`src/rtl/sys_hex_display_pkg.sv`:
```
// Shared constants for the eight-digit hex display: digit count,
// active-low segment codes ({g,f,e,d,c,b,a}) and the all-off anode pattern.
package sys_disp_pkg;

  localparam int NUM_DIGITS = 8;

  localparam logic [6:0] SEG_HEX_0 = 7'h40;
  localparam logic [6:0] SEG_HEX_1 = 7'h79;
  localparam logic [6:0] SEG_HEX_2 = 7'h24;
  localparam logic [6:0] SEG_HEX_3 = 7'h30;
  localparam logic [6:0] SEG_HEX_4 = 7'h19;
  localparam logic [6:0] SEG_HEX_5 = 7'h12;
  localparam logic [6:0] SEG_HEX_6 = 7'h02;
  localparam logic [6:0] SEG_HEX_7 = 7'h78;
  localparam logic [6:0] SEG_HEX_8 = 7'h00;
  localparam logic [6:0] SEG_HEX_9 = 7'h10;
  localparam logic [6:0] SEG_HEX_A = 7'h08;
  localparam logic [6:0] SEG_HEX_B = 7'h03;
  localparam logic [6:0] SEG_HEX_C = 7'h46;
  localparam logic [6:0] SEG_HEX_D = 7'h21;
  localparam logic [6:0] SEG_HEX_E = 7'h06;
  localparam logic [6:0] SEG_HEX_F = 7'h0E;
  localparam logic [6:0] SEG_BLANK = 7'h7F;

  localparam logic [7:0] ANODES_OFF = 8'hFF;

endpackage

```
`src/rtl/sys_hex_display_if.sv`:
```
// Display port bundle: the upstream debug word/strobe and the board-side
// anode/segment drive. master = word source, slave = display driver.
interface sys_hex_display_if;

  logic [31:0] DISP_value;
  logic        DISP_valid;
  logic [7:0]  DISP_dp_mask;
  logic        DISP_enable;
  logic [7:0]  DISP_an;
  logic [6:0]  DISP_seg;
  logic        DISP_dp;
  logic        DISP_frame;

  modport master (
    output DISP_value, DISP_valid, DISP_dp_mask, DISP_enable,
    input  DISP_an, DISP_seg, DISP_dp, DISP_frame
  );

  modport slave (
    input  DISP_value, DISP_valid, DISP_dp_mask, DISP_enable,
    output DISP_an, DISP_seg, DISP_dp, DISP_frame
  );

endinterface

```
`src/rtl/sys_hex_display_hex_to_seg7.sv`:
```
// Combinational nibble to active-low seven-segment code ({g,f,e,d,c,b,a}).
module hex_to_seg7
  import sys_disp_pkg::*;
(
  input  logic [3:0] nibble,
  output logic [6:0] seg
);

  always_comb begin
    seg = SEG_BLANK;
    case (nibble)
      4'h0: seg = SEG_HEX_0;
      4'h1: seg = SEG_HEX_1;
      4'h2: seg = SEG_HEX_2;
      4'h3: seg = SEG_HEX_3;
      4'h4: seg = SEG_HEX_4;
      4'h5: seg = SEG_HEX_5;
      4'h6: seg = SEG_HEX_6;
      4'h7: seg = SEG_HEX_7;
      4'h8: seg = SEG_HEX_8;
      4'h9: seg = SEG_HEX_9;
      4'hA: seg = SEG_HEX_A;
      4'hB: seg = SEG_HEX_B;
      4'hC: seg = SEG_HEX_C;
      4'hD: seg = SEG_HEX_D;
      4'hE: seg = SEG_HEX_E;
      4'hF: seg = SEG_HEX_F;
      default: seg = SEG_BLANK;
    endcase
  end

endmodule

```
`src/rtl/sys_hex_display.sv`:
```
// Time-multiplexed 8-digit hex display driver with frame-aligned double buffering.
// Define DISP_LZ_BLANK_EN to blank leading-zero digits (dp-marked digits stay lit).
module sys_hex_display
  import sys_disp_pkg::*;
#(
  parameter int REFRESH_DIV = 50000
) (
  input logic          SYS_clk,
  input logic          SYS_reset_n,
  sys_hex_display_if.slave disp
);

  localparam int PW    = (REFRESH_DIV > 1) ? $clog2(REFRESH_DIV) : 1;
  localparam int IDX_W = $clog2(NUM_DIGITS);

  logic [PW-1:0]    presc;
  logic [IDX_W-1:0] idx;
  logic             tick;
  logic             boundary;
  logic             scan_on;
  logic             frame_start;
  logic [31:0]      pend_val;
  logic [7:0]       pend_dp;
  logic [31:0]      disp_val;
  logic [7:0]       disp_dp;
  logic [3:0]       nibble;
  logic [6:0]       seg_code;
  logic [7:0]       blank;
  logic [7:0]       an_q;
  logic [6:0]       seg_q;
  logic             dp_q;
  logic             frame_q;

  assign tick     = (presc == PW'(REFRESH_DIV - 1));
  assign boundary = tick && (idx == IDX_W'(NUM_DIGITS - 1));
  assign nibble   = disp_val[{idx, 2'b00} +: 4];

  hex_to_seg7 u_hex_to_seg7 (
    .nibble (nibble),
    .seg    (seg_code)
  );

`ifdef DISP_LZ_BLANK_EN
  // A digit is blank when it and every nibble above it are zero; digit 0 never blanks.
  always_comb begin
    blank = '0;
    for (int k = 1; k < NUM_DIGITS; k++) begin
      blank[k] = ((disp_val >> (4 * k)) == 32'd0) && !disp_dp[k];
    end
  end
`else
  assign blank = '0;
`endif

  always_ff @(posedge SYS_clk or negedge SYS_reset_n) begin
    if (!SYS_reset_n) begin
      presc       <= '0;
      idx         <= '0;
      scan_on     <= 1'b0;
      frame_start <= 1'b0;
      pend_val    <= '0;
      pend_dp     <= '0;
      disp_val    <= '0;
      disp_dp     <= '0;
    end else begin
      presc       <= tick ? '0 : presc + 1'b1;
      frame_start <= boundary;
      if (tick) begin
        idx     <= idx + 1'b1;
        scan_on <= 1'b1;
      end
      if (disp.DISP_valid) begin
        pend_val <= disp.DISP_value;
        pend_dp  <= disp.DISP_dp_mask;
      end
      // A strobe coinciding with the frame boundary bypasses the pending buffer.
      if (boundary) begin
        disp_val <= disp.DISP_valid ? disp.DISP_value   : pend_val;
        disp_dp  <= disp.DISP_valid ? disp.DISP_dp_mask : pend_dp;
      end
    end
  end

  // Outputs hold their reset pattern until the first prescaler tick after reset.
  always_ff @(posedge SYS_clk or negedge SYS_reset_n) begin
    if (!SYS_reset_n) begin
      an_q    <= ANODES_OFF;
      seg_q   <= SEG_BLANK;
      dp_q    <= 1'b1;
      frame_q <= 1'b0;
    end else if (!scan_on) begin
      an_q    <= ANODES_OFF;
      seg_q   <= SEG_BLANK;
      dp_q    <= 1'b1;
      frame_q <= 1'b0;
    end else begin
      an_q    <= (!disp.DISP_enable || blank[idx]) ? ANODES_OFF : ~(8'(1) << idx);
      seg_q   <= seg_code;
      dp_q    <= ~disp_dp[idx];
      frame_q <= frame_start;
    end
  end

  assign disp.DISP_an    = an_q;
  assign disp.DISP_seg   = seg_q;
  assign disp.DISP_dp    = dp_q;
  assign disp.DISP_frame = frame_q;

endmodule
```
`src/flat_wrapper.sv`:
```
// flat-port wrapper written by rule: the top's interface ports become plain ports
module sys_hex_display_flat import sys_disp_pkg::*;
#(
  parameter int REFRESH_DIV = 50000
)
  (SYS_clk, SYS_reset_n, disp_DISP_value, disp_DISP_valid, disp_DISP_dp_mask, disp_DISP_enable, disp_DISP_an, disp_DISP_seg, disp_DISP_dp, disp_DISP_frame);
  sys_hex_display_if disp_i ();
  input logic SYS_clk;
  input logic SYS_reset_n;
  input wire logic [$bits(disp_i.DISP_value)-1:0] disp_DISP_value;
  input wire logic [$bits(disp_i.DISP_valid)-1:0] disp_DISP_valid;
  input wire logic [$bits(disp_i.DISP_dp_mask)-1:0] disp_DISP_dp_mask;
  input wire logic [$bits(disp_i.DISP_enable)-1:0] disp_DISP_enable;
  output wire logic [$bits(disp_i.DISP_an)-1:0] disp_DISP_an;
  output wire logic [$bits(disp_i.DISP_seg)-1:0] disp_DISP_seg;
  output wire logic [$bits(disp_i.DISP_dp)-1:0] disp_DISP_dp;
  output wire logic [$bits(disp_i.DISP_frame)-1:0] disp_DISP_frame;
  assign disp_i.DISP_value = disp_DISP_value;
  assign disp_i.DISP_valid = disp_DISP_valid;
  assign disp_i.DISP_dp_mask = disp_DISP_dp_mask;
  assign disp_i.DISP_enable = disp_DISP_enable;
  assign disp_DISP_an = disp_i.DISP_an;
  assign disp_DISP_seg = disp_i.DISP_seg;
  assign disp_DISP_dp = disp_i.DISP_dp;
  assign disp_DISP_frame = disp_i.DISP_frame;
  sys_hex_display #(.REFRESH_DIV(REFRESH_DIV)) u_core (.SYS_clk(SYS_clk), .SYS_reset_n(SYS_reset_n), .disp(disp_i));
endmodule
```
`config.mk`:
```
export PLATFORM = sky130hd
export DESIGN_NAME = sys_hex_display_flat
export DESIGN_NICKNAME = d
export VERILOG_FILES = /design/src/rtl/sys_hex_display_pkg.sv /design/src/rtl/sys_hex_display_if.sv /design/src/rtl/sys_hex_display_hex_to_seg7.sv /design/src/rtl/sys_hex_display.sv /design/src/flat_wrapper.sv
export SDC_FILE = /design/constraint.sdc
export NUM_CORES = 1
export LEC_CHECK = 0
export CAP_MARGIN = 25
export CORE_MARGIN = 2
export CORE_UTILIZATION = 30
export CTS_CLUSTER_DIAMETER = 40
export DETAILED_ROUTE_END_ITERATION = 8
export PLACE_DENSITY = 0.48
export SLEW_MARGIN = 20
export SYNTH_ARGS = -nofsm -noshare
export SYNTH_HDL_FRONTEND = slang
export SYNTH_SLANG_ARGS = --single-unit
```
`constraint.sdc`:
```
create_clock -name SYS_clk -period 2.7 [get_ports SYS_clk]
set_input_delay 0.27 -clock SYS_clk [delete_from_list [all_inputs] [get_ports SYS_clk]]
set_output_delay 0.27 -clock SYS_clk [all_outputs]
set_load 0.01 [all_outputs]
```
### Word level (Yosys, flattened, before mapping)

Memories as Yosys holds them, arrays and structs flattened.
Index checks and enable logic that the tools add are counted.

| storage, ports and cells | value |
|---|---|
| bits in registers | 118 |
| ROM bits | 120 |
| bits of input ports | 44 |
| output and inout bits | 17 |
| logic and storage cells | 37 |
| memories kept | 2 |

Memory list:

| name | words | width | rd ports | clocked after Yosys merged registers in | wr ports | RTL line | source |
|---|---|---|---|---|---|---|---|
| (name not given) | 16 | 7 | 1 | 0 | 0 | sys_hex_display_hex_to_seg7.sv:11 | `case (nibble)` |
| (name not given) | 8 | 1 | 1 | 0 | 0 | sys_hex_display.sv:97 | `an_q <= (!disp.DISP_enable \|\| blank[idx]) ? ANODES_OFF : ~(8'(1) << idx);` |

| operators by class | value |
|---|---|
| add/sub/neg operators | 2 |
| order comparisons | 1 |
| equal/unequal tests | 2 |
| shifts and indexed selects | 2 |
| mux-type cells | 11 |
| bitwise operators | 2 |
| reductions and logical operators | 3 |

Operator list:

| cell | number |
|---|---|
| 2-to-1 mux 32 bit | 1 |
| variable part select 32 x 6 -> 4 bit | 1 |
| 2-to-1 mux 8 bit | 3 |
| adder 16 x 1 -> 16 bit, second input constant | 1 |
| == test 16 bit, second input constant | 1 |
| 2-to-1 mux 16 bit | 1 |
| inverter 8 bit | 1 |
| << shifter 1 x 3 -> 8 bit, first input constant | 1 |
| 2-to-1 mux 7 bit | 1 |
| < comparator 3 x 4 -> 1 bit, second input constant | 1 |
| 2-to-1 mux 1 bit | 4 |
| adder 3 x 1 -> 3 bit, second input constant | 1 |
| binary-select mux 1 bit (select 3 bit) | 1 |
| == test 3 bit, second input constant | 1 |
| logical AND 1 bit | 1 |
| zero test 1 bit | 1 |
| logical OR 1 bit | 1 |
| inverter 1 bit | 1 |

### Logic depth before layout (Yosys ltp)

Gate-level depths: netlist of run 1.

| depth | value |
|---|---|
| depth in word-level cells | 5 |
| depth in mapped cells | 8 |
| mapped depth without buffers | 7 |

### Modules after synthesis

From an unflattened synthesis of run 1, not the netlist that was laid out.

| second synthesis, totals | value |
|---|---|
| cells, all modules | 361 |
| area, all modules | 5270.1 µm² |

By module, submodules not included:

| module | instances | cells each | area each (µm²) | sequential area each (µm²) |
|---|---|---|---|---|
| sys_hex_display | 1 | 328 | 4996.0 | 2972.9 |
| hex_to_seg7 | 1 | 33 | 274.0 | 0.0 |

### Least setup slack after synthesis of run 1

Ideal clock, no wire load.

| timing | value |
|---|---|
| kind | register to register |
| start | register u_core.idx[0] |
| end | register u_core.seg_q[0] (netlist: u_core.disp.DISP_seg[0]) |
| setup time | 0.080 ns |
| arrival | 2.281 ns |
| required time | 2.620 ns |
| setup slack | 0.340 ns |
| cell stages (with the launch flop) | 8 |
| path buffers | 1 |
| clock period less this slack | 2.360 ns |
| cell sequence | dfrtp_1 -> buf_2 -> mux4_2 -> mux2i_1 -> inv_1 -> ha_1 -> mux2_2 -> o22a_1 |

| on the way | value |
|---|---|
| word-level cells in the longest chain between the ends | 3 |

RTL lines:

| element | RTL line | source |
|---|---|---|
| start: declaration | sys_hex_display.sv:17 | `logic [IDX_W-1:0] idx;` |
| start signal: assignment | sys_hex_display.sv:69 | `idx <= idx + 1'b1;` |
| variable part select 32 x 6 -> 4 bit | sys_hex_display.sv:36 | `assign nibble = disp_val[{idx, 2'b00} +: 4];` |
| memory (16 x 7 bit) | n/a |  |
| 2-to-1 mux 7 bit | sys_hex_display.sv:91 | `end else if (!scan_on) begin` |
| end signal: assignment | sys_hex_display.sv:98 | `seg_q <= seg_code;` |
| end: declaration | sys_hex_display.sv:30 | `logic [6:0] seg_q;` |

No other way between the ends.
A chain may end at the register's enable or synchronous reset.

### Worst setup path after layout of run 1

| timing | value |
|---|---|
| start | register u_core.idx[2] |
| end | register u_core.seg_q[4] (netlist: u_core.disp.DISP_seg[4]) |

Same word-level chain as after synthesis.

==> impl_metrics.tcl, run 1 <==
set metrics [dict create \
    skew_ns 0.006503 \
    gp_congestion 0.7267 \
    io_buffers 60 \
    p_clk_share_pct 50.0 \
    ys.flop_type "dfrtp_1" \
    p_seq_share_pct 43.1 \
    setup_viol 0 \
    dieArea_sq_um 18400 \
    yosys_register_bits 118 \
    synth_area_sq_um 5199 \
    synth_top_area_share_pct 49.10 \
    nFillCells 1631 \
    avgSynthCellArea_sq_um 14.85 \
    ant_nets 0 \
    wire_per_inst_microns 15.18 \
    drive_gt1_share_pct 35.62 \
    power_switching_uw 942.6 \
    die_w_microns 135.6 \
    place_area_sq_um 6081 \
    max-cap-violations 0 \
    post_cts_resized 0 \
    clk_pin_slew_ns 0.05 \
    report.final.slew_viol_count 0 \
    dp_hpwl_microns 7087 \
    slowest_delay_ns 0.69 \
    power_density_nw_per_um2 656.4 \
    period_share_pct 88.75 \
    area_growth_pct 28.69 \
    crit_path_end_kind "flip-flop" \
    p_comb_share_pct 6.9 \
    crit_family "flip-flops" \
    numCtsBuffers 17 \
    row_count 48 \
    vias_per_cell 4.428 \
    status "completed" \
    rsz0062_at_grt "no" \
    grt_pass1_wl_microns 16890 \
    synth_cell_types 35 \
    nets 482 \
    finish.utilization_pct 39.09 \
    synthCells 350 \
    synthesis.nets 407 \
    yosys.area.top_type "dfrtp_1" \
    clock-sinks 118 \
    coreArea_sq_um 17120 \
    fmax_mhz 417.3 \
    antenna_found_initial 0 \
    hold_viol_final 0 \
    ios 61 \
    routed_wl_microns 10070 \
    whs_ns 0.4083 \
    vdd_drop_max_v 0.0004317 \
    drtPass1Iterations 4 \
    placedCellCount 630 \
    async_reset_ff_share_pct 100.0 \
    cts_tree "yes" \
    drc 0 \
    netlist_top_cells_count "dfrtp_1 (102), mux2_2 (44), mux2_4 (40), nand2_1 (18), dfstp_2 (16)" \
    worst_setup_path_start_kind "flip-flop" \
    vias 2936 \
    tns_ns 0 \
    initial_core_util_pct 30.37 \
    instances_no_fill 663 \
    crit_path_cell_trace "inv_1 > nand3_1 > nand4_1 > mux2_2 > o21ai_0" \
    slew_headroom_pct 50.46 \
    swShare_pct 21.46 \
    n_antenna_cell 0 \
    track_usage_pct 12.26 \
    synth_edf_count 0 \
    arrival_ns 2.71 \
    yosys_warnings 0 \
    cts-root-buf "clkbuf_16" \
    htree_levels 4 \
    grt_max_degree 50 \
    max_slew.worst_pin.slew_ns 0.7431 \
    worst_path_max_delay_cell "dfrtp_1" \
    worst-path-buf-inv 1 \
    yosysMostFrequentCell "dfrtp_1" \
    drt_iter0_drc 82 \
    overflow 0 \
    stdcell_area_sq_um 6690 \
    ys_seq_area_share_pct 57.18 \
    p_leak_uw 0.003045 \
    cts_max_path_buffers 2 \
    synthTopCellsByArea "dfrtp_1 (49%), mux2_4 (12%), mux2_2 (9.5%), dfstp_2 (8.1%), mux4_2 (3.5%)" \
    period_needed_ns 2.396 \
    hp-class "input port to async pin" \
    crit_required_ns 3.01 \
    insertion_delay_ns 0.41 \
    first_global_vias 3225 \
    chipHeight_microns 135.6 \
    p_int_uw 3449 \
    worstSetupPathType "flip-flop to flip-flop" \
    cp_max_fo 13 \
]
-- state kept, by name, summed over array words and instances (netlist names) --
register and cells:
u_core.disp.DISP_an 8, u_core.scan_on 1, u_core.disp_dp 8, u_core.presc 16, u_core.disp_val 32, u_core.frame_start 1, u_core.disp.DISP_seg 7, u_core.pend_val 32
u_core.idx 3, u_core.disp.DISP_dp 1, u_core.disp.DISP_frame 1, u_core.pend_dp 8
-- worst register-to-register path, stage by stage, from the launching register on --
cell	delay [ns]
dfrtp_1	0.69
inv_1	0.26
nand3_1	0.15
nand4_1	0.51
mux2_2	0.48
o21ai_0	0.21
-- cell type report --
class	count	area, sq um	share of cell area [%]
sequential	118	2973	44.44
multi-input combinational	208	2103	31.44
timing repair buffer	70	695.7	10.40
clock buffer	22	539.3	8.061
tap	225	281.5	4.208
clock inverter	10	60.06	0.8977
inverter	10	37.54	0.5611
-- worst paths after layout --
path,start,slack (ns),endpoint,depth (start not counted)
hold reg to reg,u_core.frame_start,0.47,u_core.disp.DISP_frame,1
setup reg to reg,u_core.idx[2],0.30,u_core.disp.DISP_seg[4],5
max in group asynchronous,SYS_reset_n,1.50,u_core.pend_val[17],3
setup / recovery,u_core.idx[2],0.30,u_core.disp.DISP_seg[4],5
min in group SYS_clk,disp_DISP_valid,0.45,u_core.pend_val[22],2
hold / removal,SYS_reset_n,0.41,u_core.pend_val[25],2
-- cell usage in the layout, fill, tap and decap left out, types with 3 or more instances in the layout --
cell type        instances
xnor2_1                  5
xor2_1                   9
nand4_1                  7
dfstp_2                 16
mux2_4                  40
o221ai_1                 3
and2_1                   3
dfrtp_1                102
mux2_2                  44
nor2_1                  13
clkbuf_16               21
buf_4                    8
nand2_1                 18
mux2i_1                 11
clkinv_2                 6
o21ai_0                  3
nand3_1                 10
and3_1                   4
ha_1                    13
inv_1                   10
mux4_2                   8
clkdlybuf4s50_1         58
-- power groups by stage --
stage | Combinational [uW] | Clock, uW | Sequential (uW)
after global placement | 306 | 0 | 1920
after global routing | 333 | 2340 | 1900
after floorplan | 164 | 0 | 1910
final | 302 | 2200 | 1890
after CTS | 313 | 2260 | 1890
after detailed placement | 310 | 0 | 1920
-- through the flow --
step / setup slack (ns) / total power (uW)
after floorplan: 0.3396 / 2075
after global placement: 0.3254 / 2228
after detailed placement: 0.2804 / 2234
after CTS: 0.2659 / 4470
after global routing: 0.1099 / 4574
final: 0.3037 / 4392
-- per-layer routing --
layer,global-route usage (%),up-vias,routed length [microns]
met3,3.629,15,389
met5,0,-,0
met4,5.729,0,176
met2,18.38,60,4671
li1,-,1383,-
met1,16.29,1478,4831
-- cells by family after synthesis --
| kind of cell | after synthesis | synth area share (%) |
|---|---|---|
| xor+xnor | 14 | 2.359 |
| simple gates | 66 | 6.667 |
| buf+inv | 24 | 2.359 |
| fa+ha+maj | 13 | 3.129 |
| mux | 103 | 26.67 |
| flops | 118 | 57.18 |
| compound gates | 12 | 1.637 |
-- repair_timing --
| item | CTS | global route |
|---|---|---|
| setup buffers | 0 | 0 |
| hold buffers | 1 | 0 |
| endpoints found under the hold margin | 41 | 0 |
Power figures use the tool's default switching activity.
==> run 2: changes to the inputs <==
- CORE_MARGIN: 2 -> 5
- SLEW_MARGIN: 20 -> 25
==> run 2 against run 1 <==
- sequential share of layout area shrank 0.058 points
- critical endpoint is now u_core.disp.DISP_seg[0]
- final area rose by 0.13%
- non-clock buffer count stayed put
- critical path depth is the same
- sequential power about the same
==> impl_metrics.tcl, run 2 (synthesis gave the netlist of run 1 again) <==
set metrics [dict create \
    max-cap-violations 0 \
    crit_path_cell_trace "inv_1 > nand3_1 > nand4_1 > mux2_2 > o22a_1" \
    period_needed_ns 2.384 \
    gp_congestion 0.7583 \
    insertion_delay_ns 0.41 \
    drive_gt1_share_pct 35.39 \
    rsz0062_at_grt "no" \
    cp_max_fo 13 \
    area_growth_pct 28.86 \
    worst_setup_path_start_kind "flip-flop" \
    tns_ns 0 \
    worst_path_max_delay_cell "dfrtp_1" \
    htree_levels 4 \
    io_buffers 60 \
    wire_per_inst_microns 15.76 \
    track_usage_pct 11.42 \
    routed_wl_microns 10450 \
    antenna_found_initial 0 \
    hold_viol_final 0 \
    slowest_delay_ns 0.71 \
    ios 61 \
    clk_pin_slew_ns 0.06 \
    drc 0 \
    placedCellCount 630 \
    nets 482 \
    largestRegisters "u_core.disp_val (32), u_core.pend_val (32), u_core.presc (16)" \
    drt_iter0_drc 135 \
    power_density_nw_per_um2 667.3 \
    clock-sinks 118 \
    cts_tree "yes" \
    numCtsBuffers 17 \
    final_cell_mix "dfrtp_1 (102), clkdlybuf4s50_1 (58), mux2_2 (44), mux2_4 (40), nand2_1 (18)" \
    n_antenna_cell 0 \
    instances_no_fill 663 \
    grt_pass1_wl_microns 17850 \
    drtPass1Iterations 4 \
    vdd_drop_max_v 0.0003876 \
    first_global_vias 3333 \
    dp_hpwl_microns 7159 \
    setup_viol 0 \
    chipHeight_microns 141.6 \
    slew_headroom_pct 55.34 \
    overflow 0 \
    die_w_microns 141.6 \
    p_leak_uw 0.003025 \
    whs_ns 0.2694 \
    period_share_pct 88.30 \
    cts-root-buf "clkbuf_16" \
    max_slew.worst_pin.slew_ns 0.6700 \
    skew_ns 0.006674 \
    fmax_mhz 419.4 \
    worstSetupPathType "flip-flop to flip-flop" \
    final_common_cell "dfrtp_1" \
    arrival_ns 2.72 \
    crit_required_ns 3.03 \
    post_cts_buffers 0 \
    dieArea_sq_um 20060 \
    vias_per_cell 4.468 \
    row_count 48 \
    status "completed" \
    cts_max_path_buffers 2 \
    hp-class "input port to async pin" \
    ant_nets 0 \
    initial_core_util_pct 30.27 \
    report.final.slew_viol_count 0 \
    grt_max_degree 103 \
    vias 2962 \
    coreArea_sq_um 17180 \
    crit_path_end_kind "flip-flop" \
]
-- run 2: cell count changes in the layout (fill, tap and decap cells not counted), sizes merged --
cell,delta
clkinvlp,+5
clkbuf,-3
bufinv,+3
clkinv,-3
inv,-2
-- run 2: critical path: cells and delay by family (launching register included) --
kind / cells / cell delay, ns
AOI/OAI and AO/OA: 1 / 0.20
muxes: 1 / 0.48
buffers and inverters: 1 / 0.26
and+or+nand+nor: 2 / 0.66
DFF: 1 / 0.71
-- run 2: final timing paths --
| path | from | end | slack (ns) | cells past startpoint |
|---|---|---|---|---|
| min in group SYS_clk | disp_DISP_enable | u_core.disp.DISP_an[3] | 0.47 | 2 |
| worst min register to register | u_core.frame_start | u_core.disp.DISP_frame | 0.47 | 1 |
| worst max-delay path | u_core.idx[2] | u_core.disp.DISP_seg[0] | 0.32 | 5 |
| max in group asynchronous | SYS_reset_n | u_core.disp.DISP_an[0] | 1.61 | 3 |
| worst min-delay path | SYS_reset_n | u_core.pend_val[13] | 0.27 | 2 |
| worst max register to register | u_core.idx[2] | u_core.disp.DISP_seg[0] | 0.32 | 5 |
-- run 2: metrics by stage --
stage	util [%]	cell area (sq um)	setup WS, ns	power [uW]
CTS	39.00	6699	0.3011	4551
detailed placement	35.40	6081	0.3123	2229
floorplan	-	5199	0.3396	2075
global placement	35.40	6081	0.4063	2224
global route	39.00	6699	0.1657	4666
finish	39.00	6699	0.3158	4470
-- run 2: timing repair --
action	4_1_cts	5_1_grt
resized for setup	0	0
hold endpoints to repair	16	0
hold buffers	1	0
-- run 2: metal layers --
metal  GRT usage, %  vias up  wire length (microns)
met4          4.394        0                    129
li1               -     1388                      -
met5              0        -                      0
met1          15.21     1500                   4977
met2          17.72       65                   4982
met3          3.202        9                    357
-- run 2: area by class of cell --
| type | instances | area [sq um] |
|---|---|---|
| inverter | 10 | 37.54 |
| clock inverter | 13 | 155.1 |
| timing repair buffer | 70 | 695.7 |
| tap | 225 | 281.5 |
| fill | 1665 | 10480 |
| sequential | 118 | 2973 |
| clock buffer | 19 | 452.9 |
| multi-input combinational | 208 | 2103 |
-- run 2: power breakdown --
group | internal (uW) | total [uW] | switching [uW]
registers | 1860 | 1900 | 33.7
logic | 176 | 297 | 121
clock network | 1490 | 2280 | 788
==> run 3: changes to the inputs <==
- ABC_AREA: default -> 1
==> run 3 against run 2 <==
- setup slack improved by 0.38 ns
- register-to-register slack improved by 0.38 ns
- clock power barely moved
- fmax rose by 19%
- critical path type unchanged
- critical endpoint is now u_core.disp_val[16]
==> impl_metrics.tcl, run 3 <==
set metrics [dict create \
    netlist_top_cells_count "nand2_1 (258), dfrtp_1 (102), nand3_1 (59), inv_1 (54), nor2_1 (33)" \
    swShare_pct 21.53 \
    max_slew.worst_pin.slew_ns 0.5093 \
    yosys_warnings 0 \
    power_switching_uw 922.4 \
    crit_required_ns 3.03 \
    hp-class "input port to async pin" \
    worst-path-buf-inv 3 \
    status "completed" \
    ant_nets 0 \
    synth_top_area_share_pct 47.92 \
    synthTopCellsByArea "dfrtp_1 (48%), nand2_1 (18%), dfstp_2 (7.9%), nand3_1 (5.5%), inv_1 (3.8%)" \
    routed_wl_microns 12020 \
    setup_viol 0 \
    drive_gt1_share_pct 9.705 \
    wire_per_inst_microns 12.84 \
    slowest_delay_ns 0.52 \
    coreArea_sq_um 17360 \
    clock-sinks 118 \
    yosys.area.top_type "dfrtp_1" \
    gp_congestion 0.8257 \
    synthesis.nets 692 \
    avgSynthCellArea_sq_um 8.388 \
    worstSetupPathType "flip-flop to flip-flop" \
    finish.utilization_pct 38.93 \
    row_count 48 \
    crit_path_end_kind "flip-flop" \
    dp_hpwl_microns 8414 \
    reg2reg_depth 8 \
    grt_pass1_wl_microns 20620 \
    final_cell_mix "nand2_1 (258), dfrtp_1 (102), nand3_1 (59), clkdlybuf4s50_1 (59), inv_1 (54)" \
    report.final.slew_viol_count 0 \
    r2r_setup_slack_ns 0.69 \
    fmax_mhz 498.7 \
    synthCells 635 \
    synth_cell_types 30 \
    initial_core_util_pct 30.69 \
    insertion_delay_ns 0.41 \
    crit_path_cell_trace "buf_4 > ha_1 > ha_1 > inv_1 > nor2_8 > buf_12 > nand2_1 > o21ai_1" \
    yosysMostFrequentCell "nand2_1" \
    cts_max_path_buffers 2 \
    post_cts_resized 0 \
    hold_viol_final 0 \
    crit_family "buffers and inverters" \
    antenna_found_initial 0 \
    worst_path_max_delay_cell "dfrtp_1" \
    p_clk_share_pct 52.6 \
    p_seq_share_pct 42.9 \
    p_int_uw 3362 \
    synth_area_sq_um 5326 \
    ys.flop_type "dfrtp_1" \
    cpMostUsedCell "ha_1" \
    r2r-start "u_core.idx[1]" \
    first_global_vias 4267 \
    n_antenna_cell 0 \
    htree_levels 4 \
    numCtsBuffers 17 \
    vdd_drop_max_v 0.0004153 \
    track_usage_pct 12.72 \
    period_needed_ns 2.005 \
    final_common_cell "nand2_1" \
    timing.rr.end "u_core.disp_val[16]" \
    io_buffers 60 \
    p_comb_share_pct 4.5 \
    setup_ws_ns 0.6947 \
    vias_per_cell 4.397 \
    slew_headroom_pct 66.05 \
    period_share_pct 74.27 \
    cts-root-buf "clkbuf_16" \
    cp_max_fo 68 \
    overflow 0 \
    cts_tree "yes" \
    grt_max_degree 99 \
    skew_ns 0.01065 \
    pre_cts_slack_ns 0.7043 \
    clk_pin_slew_ns 0.06 \
    power_density_nw_per_um2 634.1 \
    ios 61 \
    synth_edf_count 0 \
    tns_ns 0 \
    largestRegisters "u_core.disp_val (32), u_core.pend_val (32), u_core.presc (16)" \
    worst_setup_path_start_kind "flip-flop" \
    rsz0062_at_grt "no" \
    die_w_microns 143.2 \
    dieArea_sq_um 20520 \
    max-cap-violations 0 \
    ys_seq_area_share_pct 55.81 \
    chipHeight_microns 143.2 \
    drt_iter0_drc 245 \
    drc 0 \
    yosys_register_bits 118 \
    async_reset_ff_share_pct 100.0 \
    area_growth_pct 26.85 \
    vias 4116 \
    drtPass1Iterations 4 \
    nFillCells 1766 \
    nets 755 \
    arrival_ns 2.33 \
    p_leak_uw 0.003261 \
]
run 3: cell types whose count changed in the layout (fill, tap and decap cells not counted), sizes merged, moves of 8 or more:
cell / previous run / this run
mux4: 8 / 0
mux2: 84 / 0
inv: 10 / 62
mux2i: 11 / 0
nor3: 0 / 12
nand3: 10 / 59
nand2: 19 / 261
o21ai: 3 / 38
nor2: 13 / 34
run 3: power groups by stage:
stage / combinational [uW] / sequential (uW) / clock (uW)
6_report: 194 / 1840 / 2250
5_1_grt: 225 / 1840 / 2390
4_1_cts: 201 / 1840 / 2320
3_5_place_dp: 199 / 1870 / 0
3_3_place_gp: 196 / 1870 / 0
2_1_floorplan: 73.0 / 1860 / 0
run 3: how the worst max path moves through the flow:
stage / from / to / cells past startpoint
global route: u_core.idx[1] / u_core.disp_val[16] / 8
global placement: u_core.idx[1] / u_core.disp_val[16] / 8
finish: u_core.idx[1] / u_core.disp_val[16] / 8
floorplan: u_core.idx[0] / u_core.disp.DISP_seg[5] / 12
CTS: u_core.idx[1] / u_core.disp_val[16] / 8
detailed placement: u_core.idx[1] / u_core.disp_val[16] / 8
run 3: through the flow:
step | hold WS [ns] | area, sq um | power (uW) | instances
2_1_floorplan | -0.02559 | 5326 | 1937 | 635
3_3_place_gp | 0.1719 | 6145 | 2061 | 903
3_5_place_dp | 0.1768 | 6145 | 2065 | 903
4_1_cts | 0.2904 | 6756 | 4356 | 936
5_1_grt | 0.3232 | 6756 | 4450 | 936
6_report | 0.2953 | 6756 | 4285 | 936
run 3: worst register-to-register path, delay by kind of cell, from the launching register on:
family	cells	cell delay [ns]
AO/OA/AOI/OAI	1	0.11
adder cells (fa/ha/maj)	2	0.38
buffers and inverters	3	0.58
flip-flops	1	0.52
AND/OR/NAND/NOR	2	0.33
run 3: cells by family after synthesis:
family	after synthesis	share of synthesized area, %
and+or+nand+nor	368	28.56
DFF	118	55.81
buffers and inverters	84	6.836
AOI/OAI and AO/OA	45	4.581
adders and majority gates	13	3.054
xor gates and xnor gates	7	1.151
run 3: area by class of cell:
class	count	area, sq um	area share [%]
Clock inverter	11	121.4	1.796
Multi-Input combinational cell	433	1989	29.44
Inverter	60	225.2	3.333
Timing Repair Buffer	68	685.7	10.15
Sequential cell	118	2973	44.00
Tap cell	225	281.5	4.167
Clock buffer	21	480.5	7.111
run 3: layer usage:
layer / part of all wire (%) / wire length, microns / vias up / GRT usage, %
met4: 1.7 / 208 / 0 / 4.906
met2: 45 / 5431 / 70 / 20.03
met3: 4.6 / 547 / 17 / 3.784
met1: 49 / 5831 / 1920 / 16.56
met5: 0 / 0 / - / 0
li1: - / - / 2109 / -
run 3: what timing repair did:
item | in CTS | in global routing
hold buffers | 1 | 0
hold endpoints to repair | 20 | 0
setup buffers | 0 | 0
